$ cat config.mk
export PLATFORM = sky130hd
export DESIGN_NAME = fir_tap_mac
export DESIGN_NICKNAME = d
export VERILOG_FILES = /design/src/rtl/fir_tap_mac.sv
export SDC_FILE = /design/constraint.sdc
export NUM_CORES = 2
export LEC_CHECK = 0
export CAP_MARGIN = 20
export CELL_PAD_IN_SITES_DETAIL_PLACEMENT = 1
export CELL_PAD_IN_SITES_GLOBAL_PLACEMENT = 1
export CORE_MARGIN = 2
export CORE_UTILIZATION = 45
export DETAILED_ROUTE_END_ITERATION = 10
export PLACE_DENSITY_LB_ADDON = 0.05
export SLEW_MARGIN = 10
export SYNTH_ARGS = -nofsm -noshare
export SYNTH_HDL_FRONTEND = slang
export SYNTH_SLANG_ARGS = --single-unit
$ cat constraint.sdc
create_clock -name clk -period 10.2 [get_ports clk]
set_input_delay 1.53 -clock clk [delete_from_list [all_inputs] [get_ports clk]]
set_output_delay 1.53 -clock clk [all_outputs]
set_load 0.01 [all_outputs]
$ cat src/rtl/fir_tap_mac.sv
// Three-tap multiply-accumulate stage fed by the FIR tap buffer.
// Captures a window, runs three MAC cycles, rounds/saturates, then hands off via valid/ready.
module fir_tap_mac #(
    parameter int COEF_W = 16,
    parameter int SHIFT  = 8
) (
    input  logic              clk,
    input  logic              reset,
    input  logic              enable,
    input  logic              flags,
    input  logic [31:0]       low_data_in,
    input  logic [31:0]       hi_data_in,
    input  logic [31:0]       select_in,
    input  logic              coef_we,
    input  logic [1:0]        coef_addr,
    input  logic [COEF_W-1:0] coef_data,
    output logic [31:0]       result,
    output logic              result_valid,
    input  logic              result_ready,
    output logic              busy,
    output logic              overrun
);
    // state | meaning
    // IDLE  | waiting for a window; coefficient writes accepted
    // MAC   | accumulating tap idx (0..2), one per enabled cycle
    // ROUND | round, shift and saturate accumulator into result
    // OUT   | result_valid held until handshake

    localparam int PROD_W = 32 + COEF_W;
    localparam int ACC_W  = 32 + COEF_W + 2;
    localparam logic signed [ACC_W-1:0] RND =
        (SHIFT == 0) ? '0 : (ACC_W'(1) << ((SHIFT == 0) ? 0 : SHIFT - 1));
    localparam logic signed [ACC_W-1:0] MAXV = {{(ACC_W-31){1'b0}}, {31{1'b1}}};
    localparam logic signed [ACC_W-1:0] MINV = {{(ACC_W-31){1'b1}}, {31{1'b0}}};

    typedef enum logic [1:0] {S_IDLE, S_MAC, S_ROUND, S_OUT} state_t;
    state_t state_q, state_d;

    logic signed [31:0]       w0_q, w1_q, w2_q, w0_d, w1_d, w2_d;
    logic signed [COEF_W-1:0] c0_q, c1_q, c2_q, c0_d, c1_d, c2_d;
    logic signed [ACC_W-1:0]  acc_q, acc_d;
    logic [1:0]               idx_q, idx_d;
    logic [31:0]              result_q, result_d;
    logic                     valid_q, valid_d;
    logic                     overrun_q, overrun_d;

    logic                     handshake, capture;
    logic signed [31:0]       tap_sel;
    logic signed [COEF_W-1:0] coef_sel;
    logic signed [PROD_W-1:0] prod;
    logic signed [ACC_W-1:0]  rsum, shifted;

    assign handshake = enable & valid_q & result_ready;
    assign capture   = enable & flags &
                       ((state_q == S_IDLE) | ((state_q == S_OUT) & handshake));

    always_ff @(posedge clk or negedge reset) begin
        if (!reset) state_q <= S_IDLE;
        else        state_q <= state_d;
    end

    always_comb begin
        state_d = state_q;
        if (enable) begin
            case (state_q)
                S_IDLE:  if (flags) state_d = S_MAC;
                S_MAC:   if (idx_q == 2'd2) state_d = S_ROUND;
                S_ROUND: state_d = S_OUT;
                S_OUT:   if (handshake) state_d = flags ? S_MAC : S_IDLE;
                default: state_d = S_IDLE;
            endcase
        end
    end

    always_comb begin
        busy = (state_q != S_IDLE);
    end

    always_comb begin
        case (idx_q)
            2'd0:    begin tap_sel = w0_q; coef_sel = c0_q; end
            2'd1:    begin tap_sel = w1_q; coef_sel = c1_q; end
            default: begin tap_sel = w2_q; coef_sel = c2_q; end
        endcase
        prod    = tap_sel * coef_sel;
        rsum    = acc_q + RND;
        shifted = rsum >>> SHIFT;
    end

    always_comb begin
        w0_d      = w0_q;
        w1_d      = w1_q;
        w2_d      = w2_q;
        c0_d      = c0_q;
        c1_d      = c1_q;
        c2_d      = c2_q;
        acc_d     = acc_q;
        idx_d     = idx_q;
        result_d  = result_q;
        valid_d   = valid_q;
        overrun_d = overrun_q;
        if (enable) begin
            case (state_q)
                S_MAC: begin
                    acc_d = acc_q + {{2{prod[PROD_W-1]}}, prod};
                    idx_d = idx_q + 2'd1;
                    if (flags) overrun_d = 1'b1;
                end
                S_ROUND: begin
                    if (shifted > MAXV)      result_d = MAXV[31:0];
                    else if (shifted < MINV) result_d = MINV[31:0];
                    else                     result_d = shifted[31:0];
                    valid_d = 1'b1;
                    if (flags) overrun_d = 1'b1;
                end
                S_OUT: begin
                    if (handshake)  valid_d   = 1'b0;
                    else if (flags) overrun_d = 1'b1;
                end
                default: ;
            endcase
            // Same-edge write and capture: the new coefficient is in place before the first MAC edge.
            if (state_q == S_IDLE && coef_we) begin
                case (coef_addr)
                    2'd0:    c0_d = coef_data;
                    2'd1:    c1_d = coef_data;
                    2'd2:    c2_d = coef_data;
                    default: ;
                endcase
            end
        end
        if (capture) begin
            w0_d  = low_data_in;
            w1_d  = hi_data_in;
            w2_d  = select_in;
            acc_d = '0;
            idx_d = 2'd0;
        end
    end

    always_ff @(posedge clk or negedge reset) begin
        if (!reset) begin
            w0_q      <= '0;
            w1_q      <= '0;
            w2_q      <= '0;
            c0_q      <= '0;
            c1_q      <= '0;
            c2_q      <= '0;
            acc_q     <= '0;
            idx_q     <= '0;
            result_q  <= '0;
            valid_q   <= 1'b0;
            overrun_q <= 1'b0;
        end else begin
            w0_q      <= w0_d;
            w1_q      <= w1_d;
            w2_q      <= w2_d;
            c0_q      <= c0_d;
            c1_q      <= c1_d;
            c2_q      <= c2_d;
            acc_q     <= acc_d;
            idx_q     <= idx_d;
            result_q  <= result_d;
            valid_q   <= valid_d;
            overrun_q <= overrun_d;
        end
    end

    assign result       = result_q;
    assign result_valid = valid_q;
    assign overrun      = overrun_q;

endmodule
==> impl_metrics.py <==
metrics = {
    "job": {
        "drv_cap": 0,
    },
    "yosys": {
        "seq_area_frac_synth_pct": 18.8,
        "synthXorXnorAreaFrac_pct": 3.69,
        "ys_warn_count": 0,
        "yosys-top-cells-area": "fa_1, dfrtp_1, nand2_1, inv_1, ha_1",
        "synth_top_family_by_area": "adder cells",
        "yosys-mux-area-fraction_pct": 1.78,
        "synth_compound_area_share_pct": 10.8,
        "yosys.area_share.simple_pct": 16.7,
        "ys_ff_latch": 232,
        "synth_top_area_share_pct": 31.6,
        "yosys_most_used_dff": "dfrtp_1",
        "synth_cell_types": 80,
        "synth_area_mm2": 0.0309,
        "synth_edf_count": 0,
        "synth.avg_cell_area_um2": 8.55,
        "synthArstFlopShare_pct": 100,
        "synth_cells": 3610,
        "synthAdderAreaFrac_pct": 38.6,
        "synth.largest_area_cell": "fa_1",
        "syn_nets": 4390,
    },
    "clock_tree": {
        "clockRootBuffer": "clkbuf_16",
        "h-tree-depth": 1,
        "clock_path_buffers": 3,
        "cts_tree": "done",
        "clk_latency_ns": 0.58,
        "clk_pin_slew_worst_paths_ns": 0.06,
        "holdBufCountCts": 0,
        "cts_sinks": 232,
        "cts_made_buffers": 27,
    },
    "timing": {
        "setup_viol": 0,
        "clock_skew_ns": 0.0286,
        "max_freq_mhz": 102,
        "final_min_period_over_clock_period_pct": 96.0,
        "worst_pin_slew_ns": 0.953,
        "slew_viol_final": 0,
        "finalHoldViolCount": 0,
        "slew_headroom_pct": 36.3,
        "timing.hold.ws_ns": 0.463,
        "min_period_ns": 9.79,
    },
    "worst_setup_path": {
        "reg2reg_from": "idx_q[1]$_DFFE_PN0P_",
        "crit_path_end_kind": "flop",
        "crit_type": "flop to flop",
        "cp_data_arrival_time_ns": 10.29,
        "cp_common_cell": "fa_1",
        "reg2reg_depth": 41,
        "critical_path.max_stage_delay_ns": 0.59,
        "startpoint_type": "flop",
        "r2r_setup_slack_ns": 0.41,
        "cp_slowest_cell": "fa_1",
        "cp_max_fo": 18,
        "required_ns": 10.70,
        "r2r-end": "acc_q[49]$_DFFE_PN0P_",
    },
    "finish": {
        "layout_common_cells": "nand2_1, inv_1, fa_1",
        "final_util_pct": 51.9,
        "drive_gt1_share_pct": 8.54,
        "num-fill-cells": 8033,
        "fin_area_mm2": 0.0354,
        "nets": 4540,
        "final_common_cell": "nand2_1",
        "syn_to_final_growth_pct": 14.7,
    },
    "routing": {
        "wl_per_cell_um": 24.0,
        "first_pass_iters": 7,
        "viasPerCell": 5.51,
        "wl_mm": 112,
        "drc": 0,
        "final_antenna_net_count": 0,
        "num_vias": 25700,
        "first_iter_violations": 1427,
    },
    "placed_design": {
        "place_area_mm2": 0.0340,
        "place.detailed.hpwl_mm": 89.9,
        "gp_congestion": 0.954,
        "portBuffers": 154,
    },
    "die": {
        "ioPinCount": 155,
        "die-area_mm2": 0.0707,
        "die_h_um": 266,
        "core_area_mm2": 0.0682,
        "die_w_um": 266,
        "rows": 96,
        "initial_core_util_pct": 45.2,
    },
    "grt": {
        "grt_remaining_overflow": 0,
        "grt.met3_usage_pct": 3.49,
        "grt_pass1_vias": 28700,
        "use_met2_pct": 56.1,
        "antenna_found_initial": 4,
        "use_met1_pct": 40.8,
        "grt-busiest-layer": "met2",
        "grt_max_degree": 110,
        "grt_pass1_wl_mm": 172,
        "track_usage_pct": 32.0,
    },
    "hold_path": {
        "hold_path_class": "flop to flop",
        "hold_path_startpoint": "overrun$_DFFE_PN0P_",
        "min_delay_path_depth": 1,
        "hold_end": "overrun$_DFFE_PN0P_",
    },
    "outcome": {
        "status": "complete, no violations",
    },
}
[how the worst max path moves through the flow]
stage                                    start               endpoint  slack (ns)  depth (start not counted)
after global routing      idx_q[1]$_DFFE_PN0P_  acc_q[49]$_DFFE_PN0P_       -0.02                         40
final                     idx_q[1]$_DFFE_PN0P_  acc_q[49]$_DFFE_PN0P_        0.41                         41
after floorplan           idx_q[0]$_DFFE_PN0P_  acc_q[46]$_DFFE_PN0P_        0.92                         43
after CTS                 idx_q[1]$_DFFE_PN0P_  acc_q[49]$_DFFE_PN0P_        0.09                         37
after detailed placement  idx_q[1]$_DFFE_PN0P_  acc_q[49]$_DFFE_PN0P_        0.17                         37
after global placement    idx_q[1]$_DFFE_PN0P_  acc_q[49]$_DFFE_PN0P_        0.34                         36
[what timing repair did]
action	in CTS	in global routing
setup buffers	0	12
gates resized for setup	0	88
setup endpoints to repair	0	14
[through the flow]
| step | cells | setup TNS [ns] | setup slack [ns] |
|---|---|---|---|
| after floorplan | 3610 | 0 | 0.918 |
| after global placement | 4596 | 0 | 0.339 |
| after detailed placement | 4596 | 0 | 0.170 |
| after CTS | 4645 | 0 | 0.0910 |
| after global routing | 4662 | -0.0217 | -0.0217 |
| final | 4663 | 0 | 0.407 |
[Yosys cell counts, types with 10 or more instances]
| cell | number |
|---|---|
| nand2_1 | 758 |
| inv_1 | 626 |
| fa_1 | 487 |
| nor2_1 | 309 |
| dfrtp_1 | 232 |
| ha_1 | 173 |
| a21oi_1 | 151 |
| clkbuf_1 | 136 |
| xnor2_1 | 92 |
| o21ai_0 | 86 |
| a21o_1 | 80 |
| mux2_2 | 48 |
| nand3_1 | 42 |
| xor2_1 | 38 |
| a22o_1 | 31 |
| o22ai_1 | 31 |
| and2_1 | 25 |
| a31oi_1 | 20 |
| nor2b_1 | 19 |
| and3_1 | 18 |
| a22oi_1 | 17 |
| nand4_1 | 17 |
| nor3_1 | 16 |
| o21a_1 | 13 |
| nand2b_1 | 12 |
| a211oi_1 | 10 |
| buf_1 | 10 |
[worst max-delay path, delay by kind of cell (launching register included)]
kind	cells	cell delay, ns
flops	1	0.40
xor+xnor	2	0.34
compound gates	15	2.77
fa+ha+maj	9	4.04
simple gates	4	0.71
buf+inv	11	1.42
[state kept, by name, summed over array words and instances (netlist names)]
signal / count
acc_q: 50
c0_q: 16
c1_q: 16
c2_q: 16
idx_q: 2
overrun: 1
result: 32
result_valid: 1
state_q: 2
w0_q: 32
w1_q: 32
w2_q: 32
[cells by family (layout without fill, tap and decap cells)]
logic type / Yosys count / in the layout
xor+xnor: 130 / 130
other cells: 0 / 1
compound gates: 508 / 508
buf+inv: 782 / 952
simple gates: 1249 / 1249
flops: 232 / 232
mux: 49 / 49
fa+ha+maj: 660 / 660
[cell type report]
type,count,area [µm²],area share [%]
multi-input combinational,2596,22400,63.2
antenna,1,2.50,0.00707
inverter,626,2350,6.64
timing repair buffer,277,2840,8.03
tap,882,1100,3.12
clock inverter,11,168,0.474
clock buffer,38,757,2.14
sequential,232,5810,16.4
[layer usage]
| metal | wire [µm] | share of wire, % | up-vias |
|---|---|---|---|
| met4 | 4850 | 4.3 | 4 |
| met3 | 4680 | 4.2 | 200 |
| li1 | - | - | 11500 |
| met2 | 56500 | 50 | 601 |
| met1 | 46000 | 41 | 13400 |
| met5 | 24 | 0.021 | - |
Power is not shown: default switching activity piles up to over one toggle a cycle in this logic, so the estimate is an artifact.
